`config.mk`:
```
export PLATFORM = sky130hd
export DESIGN_NAME = alu_pattern_sequencer
export DESIGN_NICKNAME = d
export VERILOG_FILES = /design/src/rtl/alu_pattern_sequencer.sv
export SDC_FILE = /design/constraint.sdc
export NUM_CORES = 1
export LEC_CHECK = 0
export BUFFER_PORTS_ARGS = -buffer_cell sky130_fd_sc_hd__buf_2
export CORE_ASPECT_RATIO = 0.75
export CORE_MARGIN = 3
export CORE_UTILIZATION = 54
export DETAILED_ROUTE_END_ITERATION = 8
export GPL_TIMING_DRIVEN = 0
export PLACE_DENSITY = 0.75
export SLEW_MARGIN = 20
export SYNTH_ARGS = -nofsm -noshare
export SYNTH_HDL_FRONTEND = slang
export SYNTH_SLANG_ARGS = --single-unit
```
`constraint.sdc`:
```
create_clock -name clk -period 2.4 [get_ports clk]
set_input_delay 0.6 -clock clk [delete_from_list [all_inputs] [get_ports clk]]
set_output_delay 0.6 -clock clk [all_outputs]
set_load 0.02 [all_outputs]
```
`src/rtl/alu_pattern_sequencer.sv`:
```
// alu_pattern_sequencer: on-chip non-scan pattern applier for the 2-bit alu.
// Each stored pattern drives ain/bin/sel, waits SETTLE_CYC cycles, strobes zout and
// compares it against the expected bits under a per-bit mask. The sequencer tracks
// a saturating fail count and the index of the first failing pattern.
module alu_pattern_sequencer #(
  parameter int DEPTH      = 16,
  parameter int AW         = 4,
  parameter int SETTLE_CYC = 4,
  parameter int FAIL_W     = 8
) (
  input  logic              clk,
  input  logic              rst_n,
  input  logic              wr_en,
  input  logic [AW-1:0]     wr_addr,
  input  logic [8:0]        wr_data,
  input  logic [AW:0]       num_pat,
  input  logic              start,
  input  logic              abort,
  output logic              busy,
  output logic              done,
  output logic              pass,
  output logic [FAIL_W-1:0] fail_cnt,
  output logic              first_fail_valid,
  output logic [AW-1:0]     first_fail_idx,
  output logic [1:0]        ain,
  output logic [1:0]        bin,
  output logic              sel,
  input  logic [1:0]        zout
);

  localparam int            CW          = (SETTLE_CYC > 1) ? $clog2(SETTLE_CYC) : 1;
  localparam logic [CW-1:0] SETTLE_LOAD = CW'(SETTLE_CYC - 1);
  localparam logic [AW:0]   DEPTH_N     = (AW+1)'(DEPTH);

  typedef enum logic [2:0] {
    S_IDLE,
    S_APPLY,
    S_SETTLE,
    S_MEASURE,
    S_DONE
  } state_t;

  state_t              r_state;
  state_t              w_next;

  logic [8:0]          r_mem [DEPTH];
  logic [AW-1:0]       r_idx;
  logic [AW:0]         r_n;
  logic [CW-1:0]       r_settle;
  logic                r_done;
  logic                r_pass;
  logic [FAIL_W-1:0]   r_fail_cnt;
  logic                r_ff_valid;
  logic [AW-1:0]       r_ff_idx;
  logic [1:0]          r_ain;
  logic [1:0]          r_bin;
  logic                r_sel;

  logic [8:0]          w_entry;
  logic [AW:0]         w_clamp;
  logic [1:0]          w_mism;
  logic                w_busy;
  logic                w_accept;
  logic                w_abort;
  logic                w_cmp;
  logic                w_last;

  // Entry layout: {ain[1:0], bin[1:0], sel, xpct[1:0], mask[1:0]}.
  // The memory is frozen while busy, so the same entry is valid in APPLY and MEASURE.
  assign w_entry  = r_mem[r_idx];
  assign w_clamp  = (num_pat > DEPTH_N) ? DEPTH_N : num_pat;
  assign w_mism   = (zout ^ w_entry[3:2]) & w_entry[1:0];
  assign w_busy   = (r_state == S_APPLY) || (r_state == S_SETTLE) || (r_state == S_MEASURE);
  // abort beats start in IDLE, and beats a compare in MEASURE.
  assign w_accept = (r_state == S_IDLE) && start && !abort;
  assign w_abort  = w_busy && abort;
  assign w_cmp    = (r_state == S_MEASURE) && !abort;
  assign w_last   = ({1'b0, r_idx} == (r_n - 1'b1));

  // State register.
  always_ff @(posedge clk or negedge rst_n) begin
    if (!rst_n) begin
      r_state <= S_IDLE;
    end else begin
      r_state <= w_next;
    end
  end

  // Next-state decode; abort from any busy state returns to IDLE.
  always_comb begin
    w_next = r_state;
    case (r_state)
      S_IDLE:    if (w_accept) w_next = (w_clamp == '0) ? S_DONE : S_APPLY;
      S_APPLY:   w_next = S_SETTLE;
      S_SETTLE:  if (r_settle == '0) w_next = S_MEASURE;
      S_MEASURE: w_next = w_last ? S_DONE : S_APPLY;
      S_DONE:    w_next = S_IDLE;
      default:   w_next = S_IDLE;
    endcase
    if (w_abort) w_next = S_IDLE;
  end

  // Pattern memory; loader writes are dropped while a run is in progress.
  always_ff @(posedge clk) begin
    if (wr_en && !w_busy) begin
      r_mem[wr_addr] <= wr_data;
    end
  end

  // Run control: pattern index, latched pattern count and settle countdown.
  always_ff @(posedge clk or negedge rst_n) begin
    if (!rst_n) begin
      r_idx    <= '0;
      r_n      <= '0;
      r_settle <= '0;
    end else if (w_accept) begin
      r_idx    <= '0;
      r_n      <= w_clamp;
    end else if (!w_abort) begin
      if (r_state == S_APPLY) begin
        r_settle <= SETTLE_LOAD;
      end else if (r_state == S_SETTLE && r_settle != '0) begin
        r_settle <= r_settle - 1'b1;
      end else if (r_state == S_MEASURE && !w_last) begin
        r_idx    <= r_idx + 1'b1;
      end
    end
  end

  // Operand registers driving the alu; they hold across SETTLE, MEASURE and abort.
  always_ff @(posedge clk or negedge rst_n) begin
    if (!rst_n) begin
      r_ain <= '0;
      r_bin <= '0;
      r_sel <= 1'b0;
    end else if (r_state == S_APPLY && !abort) begin
      r_ain <= w_entry[8:7];
      r_bin <= w_entry[6:5];
      r_sel <= w_entry[4];
    end
  end

  // Result accumulation: cleared on an accepted start, updated per compare, published in DONE.
  always_ff @(posedge clk or negedge rst_n) begin
    if (!rst_n) begin
      r_done     <= 1'b0;
      r_pass     <= 1'b0;
      r_fail_cnt <= '0;
      r_ff_valid <= 1'b0;
      r_ff_idx   <= '0;
    end else if (w_accept) begin
      r_done     <= 1'b0;
      r_pass     <= 1'b0;
      r_fail_cnt <= '0;
      r_ff_valid <= 1'b0;
      r_ff_idx   <= '0;
    end else if (w_cmp && w_mism != '0) begin
      if (r_fail_cnt != '1) begin
        r_fail_cnt <= r_fail_cnt + 1'b1;
      end
      if (!r_ff_valid) begin
        r_ff_valid <= 1'b1;
        r_ff_idx   <= r_idx;
      end
    end else if (r_state == S_DONE) begin
      r_done     <= 1'b1;
      r_pass     <= (r_fail_cnt == '0);
    end
  end

  assign busy             = w_busy;
  assign done             = r_done;
  assign pass             = r_pass;
  assign fail_cnt         = r_fail_cnt;
  assign first_fail_valid = r_ff_valid;
  assign first_fail_idx   = r_ff_idx;
  assign ain              = r_ain;
  assign bin              = r_bin;
  assign sel              = r_sel;

endmodule

```
After elaboration in Yosys (flattened, before gate mapping):

Memory sizes are Yosys's and may differ from the RTL's.
Cells that the tools add are included.

* bits in writable memories: 144
* output and inout bits: 21
* memories kept: 1
* register bits after elaboration: 34

* bitwise gates (word level): 4
* reductions and logical operators: 31
* multiplexer cells: 30
* eq/ne operators: 13
* order comparisons: 1
* add/sub/neg operators: 4

Memories
* r_mem: words 16, width 9, read ports 1, clocked after Yosys merged registers in 0, write ports 1, RTL line 46 `logic [8:0] r_mem [DEPTH];`

Operator list (count)
* $mux 4: 8
* $mux 8: 3
* $mux 3: 5
* $reduce_bool 2->1: 7
* $pmux 3 s4: 1
* $mux 1: 10
* $logic_and 1x1->1: 9
* $add 8x1->8 const B: 1
* $logic_not 8->1: 1
* $ne 2x2->1 const B: 4
* $ne 8x8->1 const B: 1
* $reduce_and 2->1: 4
* $eq 3x2->1 const B: 2
* $ne 3x3->1 const B: 2
* $eq 4x5->1: 1
* $gt 5x5->1 const B: 1
* $logic_not 5->1: 1
* $mux 5: 1
* $sub 5x1->5 const B: 1
* $add 4x1->4 const B: 1
* $mux 2: 2
* $reduce_and 4->1: 1
* $eq 3x1->1 const B: 1
* $eq 3x3->1 const B: 1
* other kinds (10): 14

Logic depth before layout (Yosys ltp):

Gate-level depths: netlist (run 1).

* depth after elaboration: 9
* depth in mapped cells: 10
* gate-level depth less buffers: 8

Least setup slack after synthesis (run 1):

No wires, ideal clock.

* kind: reg-to-reg
* start point: register r_idx[0]
* end point: register r_ain[0] (netlist: ain[0])
* required time: 2275 ps
* data arrival time: 2280 ps
* stages on the path, launching flop included: 7
* clock period less this slack: 2405 ps
* setup slack: -5 ps
* path buffers: 3
* cells stage by stage: dfrtp_1 > buf_6 > buf_2 > buf_2 > mux4_2 > mux4_2 > mux2_2

* cells in the longest elaborated chain, start to end: 1

Ends and longest elaborated chain
* start: declaration: RTL line 47 `logic [AW-1:0] r_idx;`
* start signal: assignment: RTL line 125 `r_idx <= r_idx + 1'b1;`
* $mem_v2 16x9
* end signal: assignment: RTL line 137 `r_ain <= w_entry[8:7];`
* end: declaration: RTL line 55 `logic [1:0] r_ain;`

No other way between the ends.
A chain may end at the register's enable or synchronous reset.

Worst setup path after layout (run 1):

* start point: register r_idx[0]
* end point: register r_fail_cnt[1] (netlist: fail_cnt[1])

* cells in the longest elaborated chain, start to end: 7

Ends and longest elaborated chain
* $mem_v2 16x9 *
* $xor 2x2->2: RTL line 72 `assign w_mism = (zout ^ w_entry[3:2]) & w_entry[1:0];`
* $and 2x2->2 *: RTL line 72
* $reduce_bool 2->1 *: RTL line 157 `end else if (w_cmp && w_mism != '0) begin`
* $logic_and 1x1->1 *: RTL line 157
* $reduce_bool 2->1 (no source line) *
* $reduce_and 2->1 (no source line) *
* end signal: assignment: RTL line 159 `r_fail_cnt <= r_fail_cnt + 1'b1;`
* end: declaration: RTL line 52 `logic [FAIL_W-1:0] r_fail_cnt;`

Mark *: on every way between the ends. The rest lies on a longest branch, timed or not.

==> results of run 1 <==
cell usage in the layout (no fill, tap or decap), drive strengths merged, types with 2 or more instances in the layout:
cell	count
a21oi	8
a22oi	3
a311oi	4
a31oi	2
and3	5
and4b	2
buf	71
clkbuf	26
clkinv	4
dfrtp	34
edfxtp	144
ha	5
inv	16
mux2	9
mux2i	13
mux4	35
nand2	28
nand2b	8
nand3	14
nand3b	6
nand4	3
nor2	39
nor3	10
o211ai	2
o21ai	13
xnor2	7
xor2	8
state kept, by name, indices dropped and copies added (netlist names):
| signal | count |
|---|---|
| r_mem | 144 |
| pass | 1 |
| fail_cnt | 8 |
| r_settle | 2 |
| sel | 1 |
| bin | 2 |
| r_n | 5 |
| done | 1 |
| r_state | 3 |
| first_fail_valid | 1 |
| ain | 2 |
| r_idx | 4 |
| first_fail_idx | 4 |
worst max-delay path, stage by stage (launching register included):
cell,delay (ps)
dfrtp_1,400
buf_12,150
mux4_2,510
mux2i_2,180
xnor2_1,100
a221o_1,370
o21a_1,160
buf_6,140
and3_4,140
a31o_1,190
kinds of logic (layout without fill, tap and decap cells):
logic type,after synthesis,after routing
AOI/OAI and AO/OA,41,41
xor gates and xnor gates,15,15
adders and majority gates,5,5
buffers and inverters,27,117
DFF,178,178
muxes,57,57
and+or+nand+nor,121,121
timing repair:
item,4_1_cts,5_1_grt
hold endpoints to repair,0,0
pin swaps,2,7
cloned,0,1
setup endpoints to repair,139,43
gates resized for setup,41,9
buffers inserted,6,4
path summary, 6_finish.rpt:
path	depth (start not counted)	startpoint	end	slack, ps
worst max-delay path	9	r_idx[0]	fail_cnt[1]	-60
worst min-delay path	1	rst_n	fail_cnt[4]	250
worst max register to register	9	r_idx[0]	fail_cnt[1]	-60
worst min register to register	2	r_n[4]	r_n[4]	510
max in group asynchronous	1	rst_n	r_idx[1]	1610
min in group clk	3	num_pat[4]	r_n[4]	430
final cells by class:
class	count	area (µm²)
Clock buffer	23	490
Tap cell	171	214
Clock inverter	9	65.1
Multi-Input combinational cell	239	2240
Buffer	15	160
Fill cell	870	4470
Inverter	11	42.5
Timing Repair Buffer	59	338
Sequential cell	178	5180
stage by stage:
step           setup WS, ps  utilization
2_1_floorplan          19.3            -
3_3_place_gp           -783        0.594
3_5_place_dp           -482        0.599
4_1_cts               -48.0        0.655
5_1_grt                -159        0.661
6_report              -59.5        0.661
power groups by stage:
stage / Clock (mW) / Combinational, mW / Sequential (mW)
2_1_floorplan: 0 / 0.480 / 3.65
3_3_place_gp: 0 / 0.769 / 3.60
3_5_place_dp: 0 / 0.799 / 3.61
4_1_cts: 2.63 / 0.870 / 3.55
5_1_grt: 2.76 / 0.978 / 3.57
6_report: 2.61 / 0.897 / 3.55
metal layers:
layer	track usage	vias to the layer above
met5	0	-
met1	0.331	2236
met2	0.353	173
li1	-	1894
met3	0.0546	23
met4	0.0719	0
==> reports/results.tsv, run 1 <==
stage	metric	value	unit
global_routing	GRT overflow	0	
synth	Synth Area in Simple Gates	0.0803	
global_routing	first-pass GRT wire length	25300	µm
synth	distinct cell type count after synthesis	50	
synth	average size of a mapped cell	16.7	µm²
power	pwr/cell area	809	nW/µm²
placed_design	hpwl dp	10500	µm
synth	most frequent cells after synthesis	edfxtp_1, nor2_1, dfrtp_1	
finish	final non-filler cell area	8720	µm²
die	Die W	141	µm
worst_setup_path	CP max FO	8	
worst_setup_path	Worst Setup Start Kind	flip-flop	
clock_tree	Root Driver	clkbuf_16	
global_routing	initial antenna violation count	0	
die	Boundary Pins	46	
worst_setup_path	critical path endpoint category	flip-flop	
placed_design	dpl cells	663	
synth	post-synth net total	474	
run_status	outcome	complete, but fails checks	
synth	largest family of logic cells by synthesized area	multiplexers	
synth	area share of the largest cell type after synthesis	0.584	
detailed_routing	vias post-DR	4326	
worst_setup_path	WP data arrival	2770	ps
worst_setup_path	CP required	2710	ps
detailed_routing	DR DRC count	0	
power	combinational fraction of design power	0.127	
timing	RSZ-0062 raised after global routing	true	
synth	Synth Area in Adders	0.00845	
detailed_routing	DR iter-0 viols	433	
detailed_routing	Post-Route WL	16600	µm
global_routing	largest net degree at the start of global routing	35	
global_routing	vias in the first global route	4324	
synth	Synth Warn #	0	
finish	share of cells above drive strength 1	0.320	
detailed_routing	DR WL met3	1240	µm
timing	final setup margin	-59.5	ps
die	core area	13200	µm²
timing	final hold viol count	0	
synth	synthesized instance count	444	
synth	largest area contributor in the netlist	edfxtp_1	
synth	Post-Syn Area	7400	µm²
die	row cnt	36	
detailed_routing	First-pass DRT Iterations	5	
placed_design	gpl congestion	0.846	
power	Clock power frac	0.369	
finish	Area Growth Syn to Fin	17.8	%
synth	mux share of post-synthesis cell area	0.140	
worst_setup_path	CP Class	reg -> reg	
power	NetSw	1.72	mW
detailed_routing	WL/cell	23.5	µm
clock_tree	Clk Latency, worst-skew pair	420	ps
hold_path	worst hold path class	in -> async	
timing	fmax	0.407	GHz
synth	largest cells by area after synthesis	edfxtp_1, dfrtp_1, mux4_2	
clock_tree	CTS buffer count	17	
timing	Max Slew Vio Count	0	
flow_run	Max Cap Viol	0	
power	Power Internal	5.33	mW
finish	non-filler instance count after layout	705	
placed_design	Port-buffer cells	44	
timing	relative slew slack	0.460	
synth	most instantiated library cell after synthesis	edfxtp_1	
power	Reg power frac	0.504	
timing	period utilization	1.02	
power	leak pwr	3.11	nW
clock_tree	TritonCTS clock tree	built	
timing	Final min period	2460	ps
finish	# nets final	551	
synth	Post-Synth XOR/XNOR Area	0.0177	
timing	final setup violation count	4	
power	Power Total	7.06	mW
clock_tree	H-tree depth	4	
timing	setup TNS	-89.5	ps
timing	Clock Skew	13.2	ps
timing	Slew @ Worst Pin	810	ps
finish	# diodes	0	
synth	Compound-Gate Fraction of Synth Area	0.0367	
detailed_routing	Highest Signal Layer	met4	
detailed_routing	DRT met1 WL	7190	µm
detailed_routing	routed vias/inst	6.14	
synth	sequential fraction of the synthesis area	0.699	
synth	fraction of registers with async set/reset	0.191	
timing	WHS	247	ps
die	die height	107	µm
power	Sw Share	0.244	
die	die area	15200	µm²
clock_tree	clock sinks	178	
power	VDD IR max	0.000653	V
clock_tree	clk slew on worst S/H paths	70	ps
synth	EDFF count, synth	144	
clock_tree	CTS hold repair buffers	0	
synth	Synth Register Bits	178	
clock_tree	Max clock buf depth	2	
placed_design	Post-Place Cell Area	7900	µm²
die	initial core utilization	0.561	
detailed_routing	Routed Antenna Nets	0	
global_routing	total track usage	0.230	
detailed_routing	DR WL met2	7890	µm
synth	Main synth FF type	edfxtp_1	
run_status	violated checks	negative setup slack	
No activity file was read; power rests on OpenSTA's default activity.
==> run 2: changes to the inputs <==
Settings changed: CORE_UTILIZATION 54 to 55, PLACE_DENSITY 0.75 to 0.73.
Clock period 2.4 ns to 2.6 ns, I/O delays scaled along.
==> reports/results.tsv, run 2 (synthesis results as in run 1) <==
stage	metric	value	unit
run_status	outcome	complete, but fails checks	
run_status	violated checks	negative setup slack	
detailed_routing	Post-Route WL	15600	µm
worst_setup_path	sum of buffers and inverters on the critical path	0	
clock_tree	CTS buffer count	17	
global_routing	total track usage	0.222	
placed_design	post-place setup slack	-327	ps
clock_tree	H-tree depth	4	
die	Boundary Pins	46	
power	Clock power frac	0.376	
power	Reg power frac	0.505	
power	pwr/cell area	757	nW/µm²
global_routing	busiest grt layer	met1	
global_routing	GRT overflow	0	
worst_setup_path	CP max FO	9	
die	Die W	140	µm
finish	commonest non-fill, non-tap cells in the layout	edfxtp_1, buf_2, dfrtp_1	
placed_design	gpl congestion	0.849	
power	VDD IR max	0.000559	V
global_routing	met3 GRT Util	0.0481	
die	die area	14900	µm²
finish	max FFs per register	144	
global_routing	GRT met2 Usage	0.329	
placed_design	Post-Place Cell Area	7900	µm²
die	core area	13100	µm²
timing	RSZ-0062 raised after global routing	true	
die	row cnt	36	
finish	# diodes	0	
timing	final hold viol count	0	
die	initial core utilization	0.567	
timing	final setup margin	-86.3	ps
hold_path	worst hold path class	in -> async	
timing	period utilization	1.03	
worst_setup_path	WP data arrival	2740	ps
timing	Slew @ Worst Pin	1010	ps
timing	relative slew slack	0.325	
detailed_routing	DR DRC count	0	
timing	Clock Skew	13.5	ps
clock_tree	Max clock buf depth	2	
detailed_routing	First-pass DRT Iterations	7	
power	Sw Share	0.259	
clock_tree	clock sinks	178	
power	Power Internal	4.79	mW
clock_tree	Root Driver	clkbuf_16	
worst_setup_path	critical path endpoint category	flip-flop	
flow_run	Max Cap Viol	0	
clock_tree	Clk Latency, worst-skew pair	430	ps
global_routing	initial antenna violation count	0	
finish	most common cell after layout, fill and taps aside	edfxtp_1	
die	die height	106	µm
detailed_routing	routed vias/inst	6.11	
worst_setup_path	CP Class	reg -> reg	
global_routing	first-pass GRT wire length	24200	µm
placed_design	hpwl dp	10400	µm
detailed_routing	WL/cell	22.4	µm
detailed_routing	vias post-DR	4261	
worst_setup_path	slowest cell on the critical path	nor2_1	
worst_setup_path	crit-path cells	nor2_1 > o21ai_0 > or3_1 > nor2_1	
timing	Final min period	2690	ps
clock_tree	CTS hold repair buffers	0	
finish	non-filler instance count after layout	697	
placed_design	Port-buffer cells	44	
worst_setup_path	Top delay family on crit path	simple AND/OR/NAND/NOR gates	
timing	Max Slew Vio Count	0	
timing	fmax	0.372	GHz
worst_setup_path	CP required	2650	ps
clock_tree	clk slew on worst S/H paths	70	ps
worst_setup_path	Critical Path Max Stage Delay	780	ps
detailed_routing	Routed Antenna Nets	0	
detailed_routing	DR iter-0 viols	483	
power	NetSw	1.67	mW
clock_tree	TritonCTS clock tree	built	
finish	# nets final	543	
finish	share of cells above drive strength 1	0.300	
timing	final setup violation count	27	
finish	Reg with most FFs	r_mem	
power	combinational fraction of design power	0.118	
worst_setup_path	Worst Setup Start Kind	flip-flop	
global_routing	largest net degree at the start of global routing	35	
global_routing	vias in the first global route	4160	
placed_design	dpl cells	663	
worst_setup_path	critical path's most frequent cell	nor2_1	
power	leak pwr	3.04	nW
finish	Area Growth Syn to Fin	15.4	%
finish	final non-filler cell area	8540	µm²
global_routing	met1 usage	0.333	
finish	Layout fillers	875	
## run 2: cell types whose count changed in the layout (fill, tap and decap cells not counted), sizes merged
cell,previous run,this run
buf,71,62
clkbuf,26,21
clkinv,4,5
clkinvlp,0,4
inv,16,17
## run 2: power by group through the flow
stage / Sequential [mW] / Combinational (mW) / Clock (mW)
after detailed placement: 3.33 / 0.746 / 0
after floorplan: 3.37 / 0.442 / 0
after CTS: 3.27 / 0.759 / 2.47
after global routing: 3.28 / 0.840 / 2.58
after global placement: 3.32 / 0.713 / 0
final: 3.27 / 0.766 / 2.43
## run 2: metal layers
metal  part of all wire  vias up
li1                   -     1870
met1               0.45     2201
met2               0.47      167
met3              0.062       23
met4              0.015        0
met5                  0        -
## run 2: worst paths after layout
| check | start | to | slack [ps] | depth (start not counted) |
|---|---|---|---|---|
| worst max-delay path | r_state[0] | r_mem[3][1] | -90 | 4 |
| worst min-delay path | rst_n | fail_cnt[5] | 290 | 1 |
| worst max register to register | r_state[0] | r_mem[3][1] | -90 | 4 |
| worst min register to register | bin[1] | bin[1] | 520 | 1 |
| max in group asynchronous | rst_n | r_idx[1] | 1770 | 1 |
| min in group clk | num_pat[2] | r_n[2] | 470 | 3 |
## run 2: per-stage QoR
| step | hold WS (ps) | total power [mW] | setup TNS, ps | util |
|---|---|---|---|---|
| 5_1_grt | 348 | 6.70 | -7160 | 0.654 |
| 4_1_cts | 305 | 6.50 | -1470 | 0.651 |
| 3_3_place_gp | 486 | 4.03 | -14830 | 0.600 |
| 6_report | 287 | 6.47 | -1780 | 0.654 |
| 2_1_floorplan | 354 | 3.81 | 0 | - |
| 3_5_place_dp | 498 | 4.08 | -5220 | 0.605 |
## run 2: layout make-up
class,count,area (µm²),area share
Clock buffer,17,425,0.0498
Sequential cell,178,5180,0.606
Inverter,11,42.5,0.00498
Clock inverter,15,145,0.0170
Tap cell,171,214,0.0250
Buffer,16,114,0.0133
Timing Repair Buffer,50,277,0.0324
Multi-Input combinational cell,239,2150,0.252
## run 2: timing repair
| action | 4_1_cts | 5_1_grt |
|---|---|---|
| pin swaps | 0 | 1 |
| buffers inserted | 0 | 2 |
| gates resized for setup | 15 | 7 |
| setup endpoints to repair | 82 | 67 |
| hold endpoints to repair | 0 | 0 |
## run 2: worst reg2reg max path: stages (launching register included)
cell and delay [ps]:
dfrtp_1 440, nor2_1 430, o21ai_0 220, or3_1 420, nor2_1 790
